File: config.mk
export PLATFORM = sky130hd
export DESIGN_NAME = seven_seg_scanner
export DESIGN_NICKNAME = d
export VERILOG_FILES = /design/src/rtl/seven_seg_scanner.sv
export SDC_FILE = /design/constraint.sdc
export NUM_CORES = 1
export LEC_CHECK = 0
export BUFFER_PORTS_ARGS = -buffer_cell sky130_fd_sc_hd__buf_2
export CORE_MARGIN = 1.5
export CORE_UTILIZATION = 40
export CTS_BUF_LIST = sky130_fd_sc_hd__clkbuf_8
export DETAILED_ROUTE_END_ITERATION = 6
export GPL_ROUTABILITY_DRIVEN = 0
export PLACE_DENSITY = 0.71
export SETUP_SLACK_MARGIN = 0.15
export SLEW_MARGIN = 20
export SYNTH_ARGS = -nofsm -noshare
export SYNTH_HDL_FRONTEND = slang
export SYNTH_SLANG_ARGS = --single-unit
File: constraint.sdc
create_clock -name clk -period 2.21 [get_ports clk]
set_input_delay 0.442 -clock clk [delete_from_list [all_inputs] [get_ports clk]]
set_output_delay 0.442 -clock clk [all_outputs]
set_load 0.03 [all_outputs]
File: src/rtl/seven_seg_scanner.sv
// seven_seg_scanner: N-digit seven-segment driver with shadow load, leading-zero
// suppression, per-digit blanking/decimal points and time-multiplexed scan mode.
module seven_seg_scanner #(
  parameter int NUM_DIGITS = 4,
  parameter int REFRESH_DIV = 50000,
  localparam int IDX_W = NUM_DIGITS > 1 ? $clog2(NUM_DIGITS) : 1
) (
  input  logic                    clk,
  input  logic                    reset,
  input  logic                    load,
  input  logic [4*NUM_DIGITS-1:0] value,
  input  logic [NUM_DIGITS-1:0]   dp_mask,
  input  logic [NUM_DIGITS-1:0]   blank_mask,
  input  logic                    mode,
  input  logic                    lz_en,
  output logic [7*NUM_DIGITS-1:0] hex,
  output logic [NUM_DIGITS-1:0]   dp_n,
  output logic [IDX_W-1:0]        digit_idx
);
  localparam int DIV_W = REFRESH_DIV > 1 ? $clog2(REFRESH_DIV) : 1;
  logic [4*NUM_DIGITS-1:0] sh_value_q;
  logic [NUM_DIGITS-1:0]   sh_dp_q, sh_blank_q;
  logic [DIV_W-1:0]        div_q;
  logic [IDX_W-1:0]        idx_q;
  logic [7*NUM_DIGITS-1:0] hex_q, hex_d;
  logic [NUM_DIGITS-1:0]   dpn_q, dpn_d;
  logic                    div_wrap, upper_zero, dark;
  function automatic logic [6:0] dec(input logic [3:0] n);
    case (n)
      4'h0: dec = 7'h40;
      4'h1: dec = 7'h79;
      4'h2: dec = 7'h24;
      4'h3: dec = 7'h30;
      4'h4: dec = 7'h19;
      4'h5: dec = 7'h12;
      4'h6: dec = 7'h02;
      4'h7: dec = 7'h78;
      4'h8: dec = 7'h00;
      4'h9: dec = 7'h10;
      4'hA: dec = 7'h08;
      4'hB: dec = 7'h03;
      4'hC: dec = 7'h46;
      4'hD: dec = 7'h21;
      4'hE: dec = 7'h06;
      default: dec = 7'h0E;
    endcase
  endfunction
  assign div_wrap = div_q == DIV_W'(REFRESH_DIV - 1);
  // Walk from the top digit down so upper_zero means "this nibble and all above are 0".
  always_comb begin
    hex_d = '1;
    dpn_d = '1;
    upper_zero = 1'b1;
    dark = 1'b0;
    for (int i = NUM_DIGITS - 1; i >= 0; i--) begin
      upper_zero = upper_zero & (sh_value_q[4*i +: 4] == 4'd0);
      dark = sh_blank_q[i] | (lz_en & (i > 0) & upper_zero) | (mode & (idx_q != IDX_W'(i)));
      hex_d[7*i +: 7] = dark ? 7'h7F : dec(sh_value_q[4*i +: 4]);
      dpn_d[i] = dark | ~sh_dp_q[i];
    end
  end
  always_ff @(posedge clk) begin
    if (reset) begin
      sh_value_q <= '0;
      sh_dp_q <= '0;
      sh_blank_q <= '0;
      div_q <= '0;
      idx_q <= '0;
      hex_q <= '1;
      dpn_q <= '1;
    end else begin
      if (load) begin
        sh_value_q <= value;
        sh_dp_q <= dp_mask;
        sh_blank_q <= blank_mask;
      end
      div_q <= div_wrap ? '0 : div_q + DIV_W'(1);
      if (div_wrap) idx_q <= (idx_q == IDX_W'(NUM_DIGITS - 1)) ? '0 : idx_q + IDX_W'(1);
      hex_q <= hex_d;
      dpn_q <= dpn_d;
    end
  end
  assign hex = hex_q;
  assign dp_n = dpn_q;
  assign digit_idx = idx_q;
endmodule

==> results of run 1 <==
-- cell families (layout without fill, tap and decap cells) --
kind of cell | after synthesis | count (layout) | share of synthesized area, %
and+or+nand+nor | 136 | 136 | 19.0
DFF | 74 | 74 | 43.7
AOI/OAI and AO/OA | 56 | 56 | 12.1
buffers and inverters | 36 | 104 | 4.17
muxes | 27 | 27 | 8.02
adders and majority gates | 26 | 26 | 9.60
xor gates and xnor gates | 13 | 13 | 3.36
-- per-layer routing --
layer  GRT usage, %  up-vias  share of wire [%]
li1               -     1390                  -
met4           7.21        0                2.4
met2           24.7       67                 45
met1           21.1     1218                 49
met3           3.43       13                4.1
met5              0        -                  0
-- worst paths after layout --
path,to,slack [ps],cells after the start
max,hex[12],380,7
max reg2reg,hex[12],380,7
min,sh_value_q[11],340,3
min reg2reg,dp_n[0],380,1
-- sequential cells by signal, indices dropped and copies added (netlist names) --
name and cells:
sh_blank_q 4, dp_n 4, div_q 16, sh_dp_q 4, sh_value_q 16, digit_idx 2, hex 28
-- placed cells by master (no fill, tap or decap), types with 2 or more instances in the layout --
cell type,Yosys,layout
a32oi_1,2,2
xor2_1,2,2
nor2b_1,3,3
nand2_1,34,34
and3_2,2,2
a21oi_1,3,3
o311ai_0,15,15
nand2b_1,11,11
buf_4,0,6
nand3_1,8,8
o21a_1,2,2
nor3_1,4,4
nor4_1,2,2
mux2i_1,26,26
clkinv_2,0,2
buf_2,5,62
a21o_1,5,5
clkbuf_8,0,10
xnor2_1,11,11
dfxtp_1,74,74
nand3b_1,2,2
nand4_1,3,3
inv_1,20,21
o211ai_1,16,16
bufinv_16,0,2
o21ai_0,9,9
nor2_1,58,57
nor4bb_1,2,2
ha_1,26,26
-- repair_timing --
action                     CTS  global route
setup endpoints to repair    0             5
gates resized for setup      0             1
hold endpoints to repair     0             0
-- worst reg2reg max path: cells and delay by family, from the launching register on --
kind	cells	cell delay, ps
compound gates	2	190
fa+ha+maj	1	220
buf+inv	2	300
simple gates	2	650
flops	1	370
-- final cells by class --
| cell class | count | area share [%] |
|---|---|---|
| timing repair buffer | 68 | 8.82 |
| tap | 105 | 3.26 |
| clock inverter | 6 | 2.02 |
| inverter | 20 | 1.86 |
| clock buffer | 10 | 3.42 |
| multi-input combinational | 258 | 43.9 |
| sequential | 74 | 36.8 |
-- per-stage QoR --
step	hold slack [ps]	utilization (%)
after floorplan	357	-
after global placement	360	46.3
after detailed placement	370	46.3
after CTS	328	49.0
after global routing	342	49.0
final	340	49.0
-- where the power goes --
part           internal [µW]  leakage, µW  switching [µW]  total [µW]
clock network            659     0.000113             479        1140
registers               1400     0.000609            54.3        1460
logic                    142     0.000941             235         377
total                   2210      0.00166             768        2970
==> out/results.ini, run 1 <==
[clock_network]
ctsHoldBuffers = 0
clk_pin_slew_ps = 80
clockRootBuffer = clkbuf_8
post_cts_buffers = 0
cts_tree = done
clk_latency_ps = 340
clk_path_buf_depth = 2
numCtsBuffers = 9
cts.sinks = 74
htreeDepth = 3

[global_routing]
grt_max_degree = 25
gr-total-overflow = 0
grt_pass1_vias = 2505
grt_pass1_wl_um = 11300
track_usage_pct = 15.9
antenna_found_initial = 0

[pwr]
finalPower_uw = 2970
power_density_nw_per_um2 = 738
vdd_ir_drop_max_uv = 357
p_leak_uw = 0.00166

[sta]
fin_tns_setup_ps = 0
maxSlewViolCount = 0
min_period_over_period_pct = 83.0
max_freq_ghz = 0.545
finalClockSkew_ps = 8.92
setup_slack_ps = 376
finalSetupViolCount = 0
hold_violations = 0
final.min_clock_period_ps = 1830
rsz0062_at_grt = false
slew_headroom_pct = 63.9
tightestPinTransition_ps = 541

[die]
rows = 33
die_x_um = 95.0
io_pins = 63
start_util_pct = 41.2
die_h_um = 95.0
core-area_um2 = 8220
dieArea_um2 = 9030

[synthesis]
synth_area_leader_cell = dfxtp_1
synth_area_leaders = dfxtp_1 (44%), ha_1 (9.6%), mux2i_1 (7.7%)
syn-cell-area_um2 = 3390
synth_top_area_share_pct = 43.7
syn_nets = 423
syn-instance-count = 368
synth.yosys.seq_area_share_pct = 43.7
synth_commonest_cells = dfxtp_1 (74), nor2_1 (58), nand2_1 (34)
ys_ff_latch = 74
async_reset_ff_share_pct = 0
synth_edf_count = 0
synth.distinct_cells = 39
synth_ff_type = dfxtp_1
yosys_warnings = 0
synth.most_common_cell = dfxtp_1
avgSynthCellArea_um2 = 9.20

[critical_path]
cp-startpoint = sh_value_q[12]
crit_buf_inv = 2
slowest_delay_ps = 380
worstPathArrival_ps = 2050
cp.required_ps = 2430
path_cells = inv_1 > ha_1 > nor4bb_1 > and3_1 > a31oi_1 > buf_4 > o311ai_0
endpoint_kind = flop
critPathLaunchType = flop
slowest_stage = nor4bb_1
path_class = flop to flop
cp_top_family = simple AND/OR/NAND/NOR gates
r2r_start = sh_value_q[12]
crit_path_max_fanout = 8

[flow_run]
maxCapViolCount = 0

[detailed_routing]
drt_iter0_markers = 108
vias_per_cell = 4.97
routed_wl_um = 6890
ant_nets = 0
wl_per_cell_um = 12.7
drc_errors = 0
vias = 2688
drt_pass1_iterations = 4

[place]
portBuffers = 62
hpwl_um = 4940
dpl_worst_slack_ps = 299
placed_cells = 525
place_area_um2 = 3810

[layout]
fin_nets = 486
multiInputGateArea_um2 = 1770
stdcell_count = 541
areaGrowthSynthToFinish_pct = 19.0
fill_cells = 766
drive_gt1_share_pct = 20.4
seqCellArea_um2 = 1480
n_antenna_cell = 0
design_area_um2 = 4030

[hold_path]
holdCritStartpoint = value[11]
hold_class = primary input to flop

[run_status]
status = finished, final reports clean

Power figures use the tool's default switching activity.
==> run 2: changes to the inputs <==
--- a/config.mk
+++ b/config.mk
@@ -5,13 +5,14 @@
 export SDC_FILE = /design/constraint.sdc
 export NUM_CORES = 1
 export LEC_CHECK = 0
+export ABC_AREA = 1
 export BUFFER_PORTS_ARGS = -buffer_cell sky130_fd_sc_hd__buf_2
 export CORE_MARGIN = 1.5
 export CORE_UTILIZATION = 40
 export CTS_BUF_LIST = sky130_fd_sc_hd__clkbuf_8
 export DETAILED_ROUTE_END_ITERATION = 6
 export GPL_ROUTABILITY_DRIVEN = 0
-export PLACE_DENSITY = 0.71
+export PLACE_DENSITY = 0.7
 export SETUP_SLACK_MARGIN = 0.15
 export SLEW_MARGIN = 20
 export SYNTH_ARGS = -nofsm -noshare
==> constraint.sdc (replaced) <==
create_clock -name clk -period 1.8 [get_ports clk]
set_input_delay 0.36 -clock clk [delete_from_list [all_inputs] [get_ports clk]]
set_output_delay 0.36 -clock clk [all_outputs]
set_load 0.03 [all_outputs]
==> run 2 against run 1 <==
Effect of this change: hold slack worse by 99 ps; count of clock-buffer cells in the layout grew 1; critical path depth decreased by 2; clock power hardly changed; cell count grew 18%; first-iteration DRC count up 44%; core utilization is 1.5 points lower; largest power group unchanged.
==> out/results.ini, run 2 <==
[synthesis]
synth_top_family_by_area = simple AND/OR/NAND/NOR gates
async_reset_ff_share_pct = 0  ; unchanged
avgSynthCellArea_um2 = 7.59  ; -18%
syn-cell-area_um2 = 3540  ; +4.5%
synth_compound_area_share_pct = 14.9  ; +2.8 points
synth_xor_area_share_pct = 1.24  ; -2.1 points
synth_top_area_share_pct = 41.9  ; -1.9 points
synth_area_leaders = dfxtp_1 (42%), ha_1 (9.2%), nand2_1 (7.5%)
synth.yosys.seq_area_share_pct = 41.9  ; -1.9 points
yosys.area_share.simple_pct = 24.4  ; +5.4 points
synth_edf_count = 0  ; unchanged
syn-instance-count = 466  ; +27%
synth.distinct_cells = 34  ; -13%
synth_commonest_cells = dfxtp_1 (74), nand2_1 (71), nor2_1 (58)
synthAdderAreaFrac_pct = 9.19  ; -0.41 points
syn_nets = 521  ; +23%
yosys_warnings = 0  ; unchanged
synth_area_leader_cell = dfxtp_1
synth_ff_type = dfxtp_1
yosys-mux-area-fraction_pct = 0  ; -8.0 points
synth.most_common_cell = dfxtp_1
ys_ff_latch = 74  ; unchanged

[die]
io_pins = 63  ; unchanged
start_util_pct = 41.0  ; -0.25 points
rows = 34  ; +3.0%
die_x_um = 97.1  ; +2.1%
die_h_um = 97.1  ; +2.1%
dieArea_um2 = 9420  ; +4.3%
core-area_um2 = 8640  ; +5.1%

[detailed_routing]
vias_per_cell = 4.95  ; -0.28%
ant_nets = 0  ; unchanged
drt_pass1_iterations = 5  ; +1
wl_per_cell_um = 11.7  ; -8.2%
drt_iter0_markers = 155  ; +44%
drc_errors = 0  ; unchanged
routed_wl_um = 7480  ; +8.5%
vias = 3171  ; +18%

[global_routing]
grt_pass1_wl_um = 12300  ; +9.2%
grt_pass1_vias = 2873  ; +15%
use_met3_pct = 4.46  ; +1.0 points
antenna_found_initial = 0  ; unchanged
grtUsageMet1_pct = 18.6  ; -2.4 points
gr-total-overflow = 0  ; unchanged
track_usage_pct = 16.0  ; +0.11 points
grt_max_degree = 22  ; -12%
grt_use_met2_pct = 26.6  ; +1.9 points
busiest_layer = met2

[clock_network]
numCtsBuffers = 9  ; unchanged
htreeDepth = 3  ; unchanged
clk_pin_slew_ps = 70  ; about the same
clockRootBuffer = clkbuf_8
clk_latency_ps = 350  ; about the same
cts_tree = done
cts_resized = 0  ; unchanged
clk_path_buf_depth = 2  ; unchanged
post_cts_buffers = 0  ; unchanged
ctsHoldBuffers = 0  ; unchanged
cts.sinks = 74  ; unchanged

[pwr]
vdd_ir_drop_max_uv = 298  ; -16%
power_density_nw_per_um2 = 847  ; +15%
p_leak_uw = 0.00174  ; +4.6%

[place]
placed_cells = 624  ; +19%
portBuffers = 62  ; unchanged
hpwl_um = 5680  ; +15%

[hold_path]
whs_path_depth = 3  ; unchanged
hold_class = primary input to flop

[sta]
min_period_over_period_pct = 80.8  ; -2.2 points
rsz0062_at_grt = false
finalSetupViolCount = 0  ; unchanged
final.min_clock_period_ps = 1450  ; -380 ps
slew_headroom_pct = 67.2  ; +3.3 points
tightestPinTransition_ps = 490  ; -50.8 ps
finalClockSkew_ps = 8.93  ; +0.0157 ps
maxSlewViolCount = 0  ; unchanged
max_freq_ghz = 0.688  ; +26%
fin_tns_setup_ps = 0  ; unchanged
hold_violations = 0  ; unchanged

[critical_path]
path_depth = 5  ; -2
cp_top_family = flip-flops
cp.required_ps = 2030  ; -400 ps
critPathLaunchType = flop
slowest_stage = dfxtp_1
endpoint_kind = flop
crit_path_max_fanout = 8  ; unchanged
reg2reg_depth = 5  ; -2
path_class = flop to flop
path_cells = inv_1 > ha_1 > nand4_1 > o211a_1 > nand3_1
crit_buf_inv = 1  ; -1
slowest_delay_ps = 390  ; about the same
worstPathArrival_ps = 1680  ; -370 ps

[flow_run]
maxCapViolCount = 0  ; unchanged

[layout]
stdcell_count = 640  ; +18%
layout_common_cells = dfxtp_1 (74), nand2_1 (71), buf_2 (62)
n_antenna_cell = 0  ; unchanged
fill_cells = 881  ; +15%
final_common_cell = dfxtp_1
largest_reg_flops = 28  ; unchanged
drive_gt1_share_pct = 19.2  ; -1.2 points
areaGrowthSynthToFinish_pct = 15.9
fin_nets = 582  ; +20%

[run_status]
status = finished, final reports clean

## run 2: kinds of logic after synthesis
family | Yosys count
fa+ha+maj | 26
flops | 74
simple gates | 192
xor+xnor | 5
buf+inv | 70
compound gates | 99
## run 2: area by class of cell
cell class / instances / area (µm²) / share of cell area [%]
clock inverter: 5 / 30.0 / 0.732
clock buffer: 11 / 151 / 3.69
inverter: 54 / 203 / 4.94
multi-input combinational: 322 / 1760 / 42.9
timing repair buffer: 66 / 340 / 8.30
sequential: 74 / 1480 / 36.1
tap: 108 / 135 / 3.29
## run 2: metal layers
layer  part of all wire [%]  vias to the layer above
li1                       -                     1635
met1                     43                     1423
met2                     47                       97
met3                    7.3                       16
met4                    2.4                        0
met5                      0                        -
## run 2: power breakdown
| part | internal [µW] | leakage [µW] | switching [µW] |
|---|---|---|---|
| Clock | 568 | 0.0000965 | 606 |
| Sequential | 1730 | 0.000610 | 70.2 |
| Combinational | 170 | 0.00103 | 331 |
| Total | 2470 | 0.00174 | 1010 |
## run 2: path summary, 6_finish.rpt
path / startpoint / end / slack (ps)
max: sh_value_q[12] / hex[22] / 350
min: dp_mask[0] / sh_dp_q[0] / 240
max reg2reg: sh_value_q[12] / hex[22] / 350
min reg2reg: sh_dp_q[3] / dp_n[3] / 400
## run 2: worst reg2reg max path: cells and delay by family, from the launching register on
family	cells	cell delay [ps]
buf+inv	1	120
flops	1	390
simple gates	2	260
fa+ha+maj	1	250
compound gates	1	310
## run 2: metrics by stage
step                utilization [%]  hold slack (ps)  instance area (µm²)  setup slack [ps]  total power [µW]
finish                         47.5              241                 4100               346              3470
global route                   47.5              238                 4100               189              3650
CTS                            47.5              225                 4100               337              3510
detailed placement             45.4              380                 3920               347              2340
global placement               45.4              372                 3920               370              2330
floorplan                         -              361                 3540               380              2200
==> run 3: changes to the inputs <==
--- a/config.mk
+++ b/config.mk
@@ -12,7 +12,7 @@
 export CTS_BUF_LIST = sky130_fd_sc_hd__clkbuf_8
 export DETAILED_ROUTE_END_ITERATION = 6
 export GPL_ROUTABILITY_DRIVEN = 0
-export PLACE_DENSITY = 0.7
+export PLACE_DENSITY = 0.73
 export SETUP_SLACK_MARGIN = 0.15
 export SLEW_MARGIN = 20
 export SYNTH_ARGS = -nofsm -noshare
==> constraint.sdc (replaced) <==
create_clock -name clk -period 1.3 [get_ports clk]
set_input_delay 0.26 -clock clk [delete_from_list [all_inputs] [get_ports clk]]
set_output_delay 0.26 -clock clk [all_outputs]
set_load 0.03 [all_outputs]
==> run 3 against run 2 <==
Effect of this change: sequential power is 38% higher; sequential share of layout area down 4.5 points; critical path type unchanged; core utilization rose by 8.1 points; fmax increased by 14%; power is 53% higher.
==> out/results.ini, run 3 (same netlist as run 2, synthesis figures left out) <==
[run_status]
status = finished, final reports clean

[clock_network]
clockRootBuffer = clkbuf_8
cts.sinks = 74  ; unchanged
htreeDepth = 3  ; unchanged
numCtsBuffers = 9  ; unchanged
clk_path_buf_depth = 2  ; unchanged
clk_pin_slew_ps = 80  ; about the same
cts_tree = done
clk_latency_ps = 350  ; about the same

[place]
place_area_um2 = 4120  ; +5.1%
portBuffers = 62  ; unchanged
hpwl_um = 5890  ; +3.7%

[detailed_routing]
highest_layer = met4
drt_pass1_iterations = 7  ; +2
drc_errors = 0  ; unchanged
routed_wl_um = 8500  ; +14%
ant_nets = 0  ; unchanged
wl_met2_um = 4320  ; +22%
vias_per_cell = 5.05  ; +2.0%
vias = 3375  ; +6.4%
met1_length_um = 3510  ; +9.5%
wl_per_cell_um = 12.7  ; +8.8%
drt_iter0_markers = 139  ; -10%
dr_wl_met3_um = 510  ; -7.1%

[sta]
min_period_over_period_pct = 98.3  ; +18 points
tightestPinTransition_ps = 275  ; -215 ps
finalSetupViolCount = 0  ; unchanged
final.min_clock_period_ps = 1280  ; -176 ps
rsz0062_at_grt = true
hold_violations = 0  ; unchanged
maxSlewViolCount = 0  ; unchanged
finalClockSkew_ps = 8.25  ; -0.690 ps
max_freq_ghz = 0.783  ; +14%
slew_headroom_pct = 81.5  ; +14 points

[critical_path]
path_class = flop to flop
critPathLaunchType = flop
crit_path_max_fanout = 8  ; unchanged
worstPathArrival_ps = 1510  ; -170 ps
endpoint_kind = flop
cp.required_ps = 1530  ; -500 ps

[layout]
finish.utilization_pct = 55.6  ; +8.1 points
areaGrowthSynthToFinish_pct = 35.6
design_area_um2 = 4800  ; +17%
fin_nets = 610  ; +4.8%
final_common_cell = nand2_1
n_antenna_cell = 0  ; unchanged
drive_gt1_share_pct = 39.5  ; +20 points
layout_common_cells = nand2_1 (65), dfxtp_1 (55), buf_2 (51)
largest_reg_flops = 28  ; unchanged

[die]
rows = 34  ; unchanged
core-area_um2 = 8640  ; unchanged
die_h_um = 97.1  ; unchanged
start_util_pct = 41.0  ; unchanged
io_pins = 63  ; unchanged
die_x_um = 97.1  ; unchanged
dieArea_um2 = 9420  ; unchanged

[pwr]
vdd_ir_drop_max_uv = 539  ; +81%
finalPower_uw = 5330  ; +53%
power_density_nw_per_um2 = 1110  ; +31%
p_leak_uw = 0.00196  ; +13%

[global_routing]
grt_pass1_vias = 3250  ; +13%
gr-total-overflow = 0  ; unchanged
antenna_found_initial = 0  ; unchanged
grt_max_degree = 42  ; +91%
track_usage_pct = 18.2  ; +2.2 points
grt_pass1_wl_um = 14300  ; +16%

[hold_path]
hold_class = primary input to flop

[flow_run]
maxCapViolCount = 0  ; unchanged

==> run 3: cell count changes in the layout (fill, tap and decap cells not counted), moves of 11 or more <==
cell	previous run	this run
buf_4	4	38
dfxtp_1	74	55
nand3_1	35	19
dfxtp_2	0	14
nand3_2	1	15
nor2_1	58	45
inv_1	51	39
a21oi_1	35	24
a21oi_2	0	11
buf_2	62	51
==> run 3: worst max-delay path: stages, from the launching register on <==
cell     delay, ps
dfxtp_4        370
inv_4           70
ha_4           120
o21ai_2         40
or2_4          240
nor2_4         220
nand2_1        100
==> run 3: through the flow <==
step / TNS [ps] / setup slack [ps] / std cells / hold WS, ps
after global placement: 0 / 39.1 / 642 / 367
after floorplan: 0 / 55.7 / 466 / 362
final: 0 / 22.5 / 668 / 144
after global routing: -190 / -35.4 / 668 / 156
after CTS: 0 / 34.1 / 664 / 141
after detailed placement: -13.3 / -11.2 / 642 / 370
==> run 3: layout make-up <==
cell class                      instances  area [µm²]
Timing Repair Buffer                   93         591
Inverter                               54         215
Sequential cell                        74        1520
Multi-Input combinational cell        323        2120
Fill cell                             751        3840
Tap cell                              108         135
Clock inverter                          7        93.8
Clock buffer                            9         124
==> run 3: final timing paths <==
check                              startpoint            end  slack [ps]  cells past startpoint
worst max-delay path             digit_idx[0]        hex[17]          20                      6
worst max register to register   digit_idx[0]        hex[17]          20                      6
worst min register to register     sh_dp_q[2]        dp_n[2]         380                      1
worst min-delay path            blank_mask[2]  sh_blank_q[2]         140                      3
==> run 3: where the power goes <==
part	total [µW]	internal (µW)	switching [µW]	leakage [µW]
logic	911	344	567	0.00123
clock network	1950	1080	869	0.000105
registers	2480	2390	82.6	0.000618
total	5330	3810	1520	0.00196
==> run 3: timing repair <==
action / in CTS / in global routing
hold buffers: 0 / 0
gates resized for setup: 63 / 65
pin swaps: 31 / 15
cloned: 1 / 0
buffers inserted: 5 / 4
setup endpoints to repair: 52 / 59
==> run 3: layer usage <==
layer | global-route usage [%] | up-vias
met5 | 0 | -
met4 | 7.25 | 0
met3 | 4.89 | 20
met2 | 31.2 | 92
met1 | 21.6 | 1561
li1 | - | 1702
